**config.mk**
```make
export PLATFORM = sky130hd
export DESIGN_NAME = reset_sequencer
export DESIGN_NICKNAME = d
export VERILOG_FILES = /design/src/rtl/reset_sequencer.sv
export SDC_FILE = /design/constraint.sdc
export NUM_CORES = 1
export LEC_CHECK = 0
export CELL_PAD_IN_SITES_DETAIL_PLACEMENT = 1
export CELL_PAD_IN_SITES_GLOBAL_PLACEMENT = 1
export CORE_UTILIZATION = 35
export DETAILED_ROUTE_END_ITERATION = 8
export PLACE_DENSITY_LB_ADDON = 0.1
export SKIP_LAST_GASP = 1
export SLEW_MARGIN = 20
export SYNTH_ARGS = -nofsm -noshare
export SYNTH_HDL_FRONTEND = slang
export SYNTH_SLANG_ARGS = --single-unit
export TNS_END_PERCENT = 30
```
**constraint.sdc**
```tcl
create_clock -name clk -period 5.1 [get_ports clk]
set_input_delay 1.02 -clock clk [delete_from_list [all_inputs] [get_ports clk]]
set_output_delay 1.02 -clock clk [all_outputs]
set_load 0.03 [all_outputs]
```
**src/rtl/reset_sequencer.sv**
```systemverilog
// Multi-domain power-up reset sequencer: holds all domains in reset, then releases them in index order.
// Optional macro RSEQ_READY_MONITOR_EN: in RUN, a required domain losing ready for 2 cycles takes the timeout path.
module reset_sequencer #(
    parameter int unsigned             NUM_DOMAINS    = 3,
    parameter int unsigned             POWERUP_CYCLES = 33554432,
    parameter int unsigned             STAGE_GAP      = 16,
    parameter logic [NUM_DOMAINS-1:0]  READY_REQUIRED = NUM_DOMAINS'(1),
    parameter int unsigned             READY_TIMEOUT  = 1048576,
    parameter int unsigned             MAX_RETRIES    = 2
) (
    input  logic                   clk,
    input  logic                   reset,
    input  logic                   manual_reset,
    input  logic [NUM_DOMAINS-1:0] domain_ready,
    output logic [NUM_DOMAINS-1:0] domain_resetn,
    output logic                   all_released,
    output logic                   busy,
    output logic                   fault,
    output logic [2:0]             fault_domain,
    output logic [3:0]             retry_count
);

    localparam int unsigned HW = $clog2(POWERUP_CYCLES + 1);
    localparam int unsigned WW = $clog2(READY_TIMEOUT + 1);
    localparam int unsigned GW = $clog2(STAGE_GAP + 1);
    localparam int unsigned IW = (NUM_DOMAINS > 1) ? $clog2(NUM_DOMAINS) : 1;

    typedef enum logic [2:0] {
        S_HOLD  = 3'd0,
        S_WAIT  = 3'd1,
        S_GAP   = 3'd2,
        S_RUN   = 3'd3,
        S_FAULT = 3'd4
    } state_e;

    state_e                 state_q, state_d;
    logic [HW-1:0]          hold_cnt_q, hold_cnt_d;
    logic [WW-1:0]          wait_cnt_q, wait_cnt_d;
    logic [GW-1:0]          gap_cnt_q, gap_cnt_d;
    logic [IW-1:0]          idx_q, idx_d;
    logic [NUM_DOMAINS-1:0] resetn_q, resetn_d;
    logic                   all_rel_q, all_rel_d;
    logic                   busy_q, busy_d;
    logic                   fault_q, fault_d;
    logic [2:0]             fault_dom_q, fault_dom_d;
    logic [3:0]             retry_q, retry_d;
    logic                   mr_meta_q, mr_sync_q;
    logic                   timeout_c;
    logic [IW-1:0]          to_idx_c;
`ifdef RSEQ_READY_MONITOR_EN
    logic [NUM_DOMAINS-1:0] low_q, low_d;
`endif

    // Two-flop synchroniser for the asynchronous manual reset request
    always_ff @(posedge clk) begin
        if (!reset) begin
            mr_meta_q <= 1'b0;
            mr_sync_q <= 1'b0;
        end else begin
            mr_meta_q <= manual_reset;
            mr_sync_q <= mr_meta_q;
        end
    end

    // State and output registers
    always_ff @(posedge clk) begin
        if (!reset) begin
            state_q     <= S_HOLD;
            hold_cnt_q  <= '0;
            wait_cnt_q  <= '0;
            gap_cnt_q   <= '0;
            idx_q       <= '0;
            resetn_q    <= '0;
            all_rel_q   <= 1'b0;
            busy_q      <= 1'b1;
            fault_q     <= 1'b0;
            fault_dom_q <= '0;
            retry_q     <= '0;
`ifdef RSEQ_READY_MONITOR_EN
            low_q       <= '0;
`endif
        end else begin
            state_q     <= state_d;
            hold_cnt_q  <= hold_cnt_d;
            wait_cnt_q  <= wait_cnt_d;
            gap_cnt_q   <= gap_cnt_d;
            idx_q       <= idx_d;
            resetn_q    <= resetn_d;
            all_rel_q   <= all_rel_d;
            busy_q      <= busy_d;
            fault_q     <= fault_d;
            fault_dom_q <= fault_dom_d;
            retry_q     <= retry_d;
`ifdef RSEQ_READY_MONITOR_EN
            low_q       <= low_d;
`endif
        end
    end

    // Next-state and next-output logic
    always_comb begin
        state_d     = state_q;
        hold_cnt_d  = hold_cnt_q;
        wait_cnt_d  = wait_cnt_q;
        gap_cnt_d   = gap_cnt_q;
        idx_d       = idx_q;
        resetn_d    = resetn_q;
        fault_d     = fault_q;
        fault_dom_d = fault_dom_q;
        retry_d     = retry_q;
        timeout_c   = 1'b0;
        to_idx_c    = idx_q;
`ifdef RSEQ_READY_MONITOR_EN
        low_d       = '0;
`endif

        unique case (state_q)
            S_HOLD: begin
                if (hold_cnt_q == HW'(POWERUP_CYCLES - 1)) begin
                    state_d     = S_WAIT;
                    resetn_d[0] = 1'b1;
                    idx_d       = '0;
                    wait_cnt_d  = '0;
                end else begin
                    hold_cnt_d = hold_cnt_q + HW'(1);
                end
            end
            S_WAIT: begin
                // A ready arriving on the final waiting cycle takes priority over the timeout
                if (!READY_REQUIRED[idx_q] || domain_ready[idx_q]) begin
                    state_d   = S_GAP;
                    gap_cnt_d = '0;
                end else if (wait_cnt_q == WW'(READY_TIMEOUT - 1)) begin
                    timeout_c = 1'b1;
                end else begin
                    wait_cnt_d = wait_cnt_q + WW'(1);
                end
            end
            S_GAP: begin
                if (gap_cnt_q == GW'(STAGE_GAP - 1)) begin
                    if (idx_q == IW'(NUM_DOMAINS - 1)) begin
                        state_d = S_RUN;
                    end else begin
                        idx_d                      = idx_q + IW'(1);
                        resetn_d[idx_q + IW'(1)]   = 1'b1;
                        wait_cnt_d                 = '0;
                        state_d                    = S_WAIT;
                    end
                end else begin
                    gap_cnt_d = gap_cnt_q + GW'(1);
                end
            end
            S_RUN: begin
`ifdef RSEQ_READY_MONITOR_EN
                low_d = READY_REQUIRED & ~domain_ready;
                for (int i = int'(NUM_DOMAINS) - 1; i >= 0; i--) begin
                    if (low_d[i] && low_q[i]) begin
                        timeout_c = 1'b1;
                        to_idx_c  = IW'(i);
                    end
                end
`endif
            end
            S_FAULT: begin
            end
            default: state_d = S_HOLD;
        endcase

        if (timeout_c) begin
            resetn_d   = '0;
            hold_cnt_d = '0;
            wait_cnt_d = '0;
            gap_cnt_d  = '0;
            idx_d      = '0;
            if (retry_q < 4'(MAX_RETRIES)) begin
                retry_d = retry_q + 4'd1;
                state_d = S_HOLD;
            end else begin
                state_d     = S_FAULT;
                fault_d     = 1'b1;
                fault_dom_d = 3'(to_idx_c);
            end
        end

        // Synchronised manual reset overrides everything, including FAULT
        if (mr_sync_q) begin
            state_d     = S_HOLD;
            hold_cnt_d  = '0;
            wait_cnt_d  = '0;
            gap_cnt_d   = '0;
            idx_d       = '0;
            resetn_d    = '0;
            fault_d     = 1'b0;
            fault_dom_d = '0;
            retry_d     = '0;
`ifdef RSEQ_READY_MONITOR_EN
            low_d       = '0;
`endif
        end

        busy_d    = (state_d == S_HOLD) || (state_d == S_WAIT) || (state_d == S_GAP);
        all_rel_d = (state_d == S_RUN);
    end

    assign domain_resetn = resetn_q;
    assign all_released  = all_rel_q;
    assign busy          = busy_q;
    assign fault         = fault_q;
    assign fault_domain  = fault_dom_q;
    assign retry_count   = retry_q;

endmodule

```
# [Word-level counts from Yosys, hierarchy flattened]
# Index checks and enable logic that the tools add are counted.
# Widths: inputs -> output; s select.
[word_totals] ff_bits=71 inputBits=6 out_inout_bits=13
[op_classes] n_addsub=5 order_cmp=4 n_eq_ne=18 mux=34 bitwise=5 reduce_logical=20
[ops] op="$mux 21" n=5
[ops] op="$pmux 21 s3" n=1
[ops] op="$add 26x1->26 const B" n=1
[ops] op="$eq 26x25->1 const B" n=1
[ops] op="$add 21x1->21 const B" n=1
[ops] op="$eq 21x20->1 const B" n=1
[ops] op="$mux 3" n=6
[ops] op="$ne 2x2->1 const B" n=7
[ops] op="$eq 3x2->1 const B" n=4
[ops] op="$pmux 3 s4" n=1
[ops] op="$mux 5" n=2
[ops] op="$pmux 5 s2" n=1
[ops] op="$mux 1" n=9
[ops] op="$mux 2" n=4
[ops] op="$eq 3x1->1 const B" n=2
[ops] op="$logic_not 3->1" n=2
[ops] op="$lt 2x3->1 const B" n=2
[ops] op="$reduce_and 2->1" n=3
[ops] op="$reduce_and 3->1" n=2
[ops] op="$reduce_and 6->1" n=1
[ops] op="$add 5x1->5 const B" n=1
[ops] op="$eq 5x4->1 const B" n=1
[ops] op="$add 4x1->4 const B" n=1
[ops] op="$bmux 1 s2" n=2
[ops] op="18 further kinds" n=25

# [Logic depth before layout (Yosys ltp)]
[logic_depth] word_depth=11 depth_mapped=11 depth_no_buf=9

# [Worst setup path before layout]
# OpenSTA, ideal clock, no wires.
[synth_path] path_type="input -> register" from="input port domain_ready[2]" to="register wait_cnt_q[11]" setup_time_ns=0.070 arrival_time_ns=2.382 t_required_ns=5.030 slack_ns=2.648 path_stages=7 cell_sequence="mux2i_1 > o211ai_2 > a2bb2oi_2 > nand3_2 > buf_6 > or4_1 > a21oi_1"
[synth_between] elab_chain_cells=6 elab_cells_between_ends=8 cone_classes="eq/ne: 1; mux: 4; reduce/logical: 3"
[synth_lines] element="start, declared" line_no="14" text="input logic [NUM_DOMAINS-1:0] domain_ready,"
[synth_lines] element="$bmux 1 s2 (*)" line_no="130" text="if (!READY_REQUIRED[idx_q] || domain_ready[idx_q]) begin"
[synth_lines] element="$mux 1 (not written as such) (*)" line_no="130"
[synth_lines] element="$logic_or 1x1->1 (*)" line_no="130"
[synth_lines] element="$mux 1" line_no="130"
[synth_lines] element="$mux 1" line_no="117" text="unique case (state_q)"
[synth_lines] element="$reduce_or 3->1 (no line)"
[synth_lines] element="end signal, assigned" line_no="85" text="wait_cnt_q <= wait_cnt_d;"
[synth_lines] element="end, declared" line_no="38" text="logic [WW-1:0] wait_cnt_q, wait_cnt_d;"
# Mark *: on every way between the ends. The rest lies on a longest branch, timed or not. The select of a mux whose other input is x is not followed.
# A chain may end at the register's enable or synchronous reset.

# [Worst setup path after layout]
# Same ends and word-level chain as after synthesis.

==> results by group <==
Cells and area
  – Most frequent cells in the layout: 71 x dfxtp_1, 50 x nor2_1, 30 x a21oi_1, 23 x nand2_1
  – Layout Nets: 425
  – # fillers: 1104
  – Area growth from synthesis to layout: 13.69%
  – Final instance area: 3876 um^2
  – Diode count: 0
  – Commonest non-fill, non-tap cell in the layout: dfxtp_1
  – Ratio of cells with drive above 1 in the final layout: 0.07022

Clock network
  – Clock sink count: 71
  – Number of H-tree levels: 3
  – Worst-Skew Late Latency: 0.34 ns
  – Post-CTS setup buffers: 0
  – Cts bufs inserted: 9
  – Clk pin slew, worst setup/hold paths: 0.08 ns
  – CTS tree: yes
  – Bufs on Longest Clock Path: 2
  – Clk root buf: clkbuf_8
  – Post-cts resize count: 0
  – Number of hold buffers added after cts: 0

Yosys
  – Ys flop type: dfxtp_1
  – Count of cell types in the netlist: 52
  – Synth async-reset ratio: 0
  – Yosys reg bits: 71
  – Yosys warnings: 0
  – Number of synthesized flops with an enable pin: 0
  – Cell Area, Synth: 3410 um^2
  – Syn avg cell area: 8.654 um^2
  – Sequential share of the synthesized area: 0.4169
  – Post-Synthesis Cells: 394
  – Mapped Nets: 410

Place
  – GPL Wtd Cong: 0.7439
  – Detailed Place HPWL: 5088 um
  – Port bufs: 17
  – Dpl cell area: 3646 um^2

Die
  – Row count: 35
  – # IOs: 19
  – Initial core utilization: 0.3655
  – Die height: 100.7 um
  – DIE WIDTH: 100.7 um
  – Die Area: 10140 um^2
  – Core ar.: 9328 um^2

Critical path
  – R2r startpoint: gap_cnt_q[0]
  – WP data arrival: 3.42 ns
  – CP Launch Type: input pin
  – Crit path max fanout: 38
  – Critical path origin: domain_ready[2]
  – Setup crit end kind: flop
  – Req. time, crit path: 5.37 ns
  – Type of the worst setup path: in -> reg
  – Worst R2R Path Depth: 9

Timing
  – Clock Skews: 0.01174 ns
  – Endpoints failing setup: 0
  – Fin crit share: 0.6166
  – Final setup TNS: 0 ns
  – Final Hold Fails: 0
  – Slew headroom: 0.5294
  – Fmax: 318.0 MHz
  – Final Slew Violations: 0
  – Worst-Margin Slew: 0.7013 ns
  – RSZ-0062 raised after global routing: false
  – Worst Hold Slack: 0.4554 ns
  – Period minus WS final: 3.145 ns

Pwr
  – Gate power share: 0.025
  – Static leakage: 1.264 nW
  – Share of power burned in registers: 0.507
  – Switching Fraction: 0.2038
  – Internal Power: 0.8780 mW
  – PD cells: 284.5 nW/um^2
  – Clock power share: 0.468
  – Maximum vdd ir drop: 0.1569 mV
  – Net Sw Power: 0.2247 mW

Hold path
  – Worst min-delay path class: reg -> reg
  – Hold depth: 1
  – Worst hold path startpoint: mr_meta_q

Drt
  – Initial DRT Pass Iterations: 4
  – Initial drt markers: 37
  – Drc violations: 0
  – Vias per cell: 5.131
  – Routed Antenna Nets: 0
  – DRT Wirelength: 7237 um
  – WL/cell: 13.35 um
  – Routed via count: 2781

GRT
  – First-pass GRT wire length: 12820 um
  – Initial antenna violation count: 0
  – Grt total ovfl: 0
  – Gr usage total: 0.1589
  – Via count of the first global-routing pass: 2781
  – Pin count of the biggest net entering global routing: 42

Job
  – Max_cap viols: 0

Outcome
  – Outcome: finished clean
-- synth_stat cells (6+ instances only) --
library cell / instances / area (um^2)
a21oi_1: 30 / 150.1
nor3_1: 14 / 70.07
and2_1: 6 / 37.54
nor2_1: 50 / 187.7
nand2_1: 23 / 86.33
o21ai_1: 13 / 65.06
inv_1: 10 / 37.54
nor2b_1: 6 / 37.54
nor4_1: 6 / 37.54
and4_1: 6 / 52.55
dfxtp_1: 71 / 1421
ha_1: 10 / 125.1
xnor2_1: 13 / 113.9
nand4_1: 15 / 93.84
or3_1: 17 / 106.4
xor2_1: 12 / 105.1
nand3_1: 17 / 85.08
o21ai_0: 7 / 35.03
or4_1: 6 / 45.04
-- critical path: stages --
cell	delay, ns
clkdlybuf4s50_1	0.40
mux2i_1	0.18
o211ai_2	0.21
a2bb2oi_2	0.24
nand3_2	0.52
or4_1	0.68
a21oi_1	0.15
-- cells by family (layout without fill, tap and decap cells) --
kind of cell | after synthesis | in the layout | synth area share
simple gates | 188 | 188 | 0.2980
flops | 71 | 71 | 0.4169
compound gates | 69 | 69 | 0.1251
xor+xnor | 25 | 25 | 0.06422
buf+inv | 25 | 44 | 0.04330
fa+ha+maj | 10 | 10 | 0.03670
mux | 5 | 5 | 0.01468
other cells | 1 | 1 | 0.001100
-- flip-flops by register name (all words and copies together), names as in the netlist --
register / count
hold_cnt_q: 26
wait_cnt_q: 21
gap_cnt_q: 5
retry_count: 4
domain_resetn: 3
state_q: 3
fault_domain: 2
idx_q: 2
all_released: 1
busy: 1
fault: 1
mr_meta_q: 1
mr_sync_q: 1
-- stage by stage --
step	setup slack [ns]	std cells	total power, mW	utilization
4_1_cts	1.946	542	1.126	0.4156
6_report	1.955	542	1.103	0.4156
3_5_place_dp	1.573	527	0.6006	0.3909
2_1_floorplan	2.648	394	0.5926	-
3_3_place_gp	1.628	527	0.6003	0.3909
5_1_grt	1.726	542	1.153	0.4156
-- final cells by class --
cell class,instances,area (um^2),area share
multi-input combinational,298,1841,0.4748
timing repair buffer,19,185.2,0.04777
clock inverter,3,65.06,0.01679
clock buffer,12,165.2,0.04261
inverter,10,37.54,0.009684
tap,129,161.4,0.04164
sequential,71,1421,0.3667
-- per-layer routing --
layer / track usage / routed length, um / up-vias
li1: - / - / 1434
met1: 0.1937 / 3551 / 1322
met2: 0.2713 / 3487 / 18
met3: 0.04369 / 134 / 7
met4: 0.05017 / 63 / 0
met5: 0 / 0 / -
-- power groups by stage --
| stage | clock network, mW | logic, mW | registers, mW |
|---|---|---|---|
| after floorplan | 0 | 0.0210 | 0.572 |
| after detailed placement | 0 | 0.0284 | 0.572 |
| final | 0.516 | 0.0276 | 0.559 |
| after CTS | 0.538 | 0.0286 | 0.559 |
| after global placement | 0 | 0.0281 | 0.572 |
| after global routing | 0.562 | 0.0315 | 0.559 |
-- final timing paths --
path,end,slack (ns)
worst max register to register,wait_cnt_q[11],2.16
worst min register to register,mr_sync_q,0.46
worst min-delay path,mr_sync_q,0.46
worst max-delay path,wait_cnt_q[11],1.96
Power figures use the tool's default switching activity.
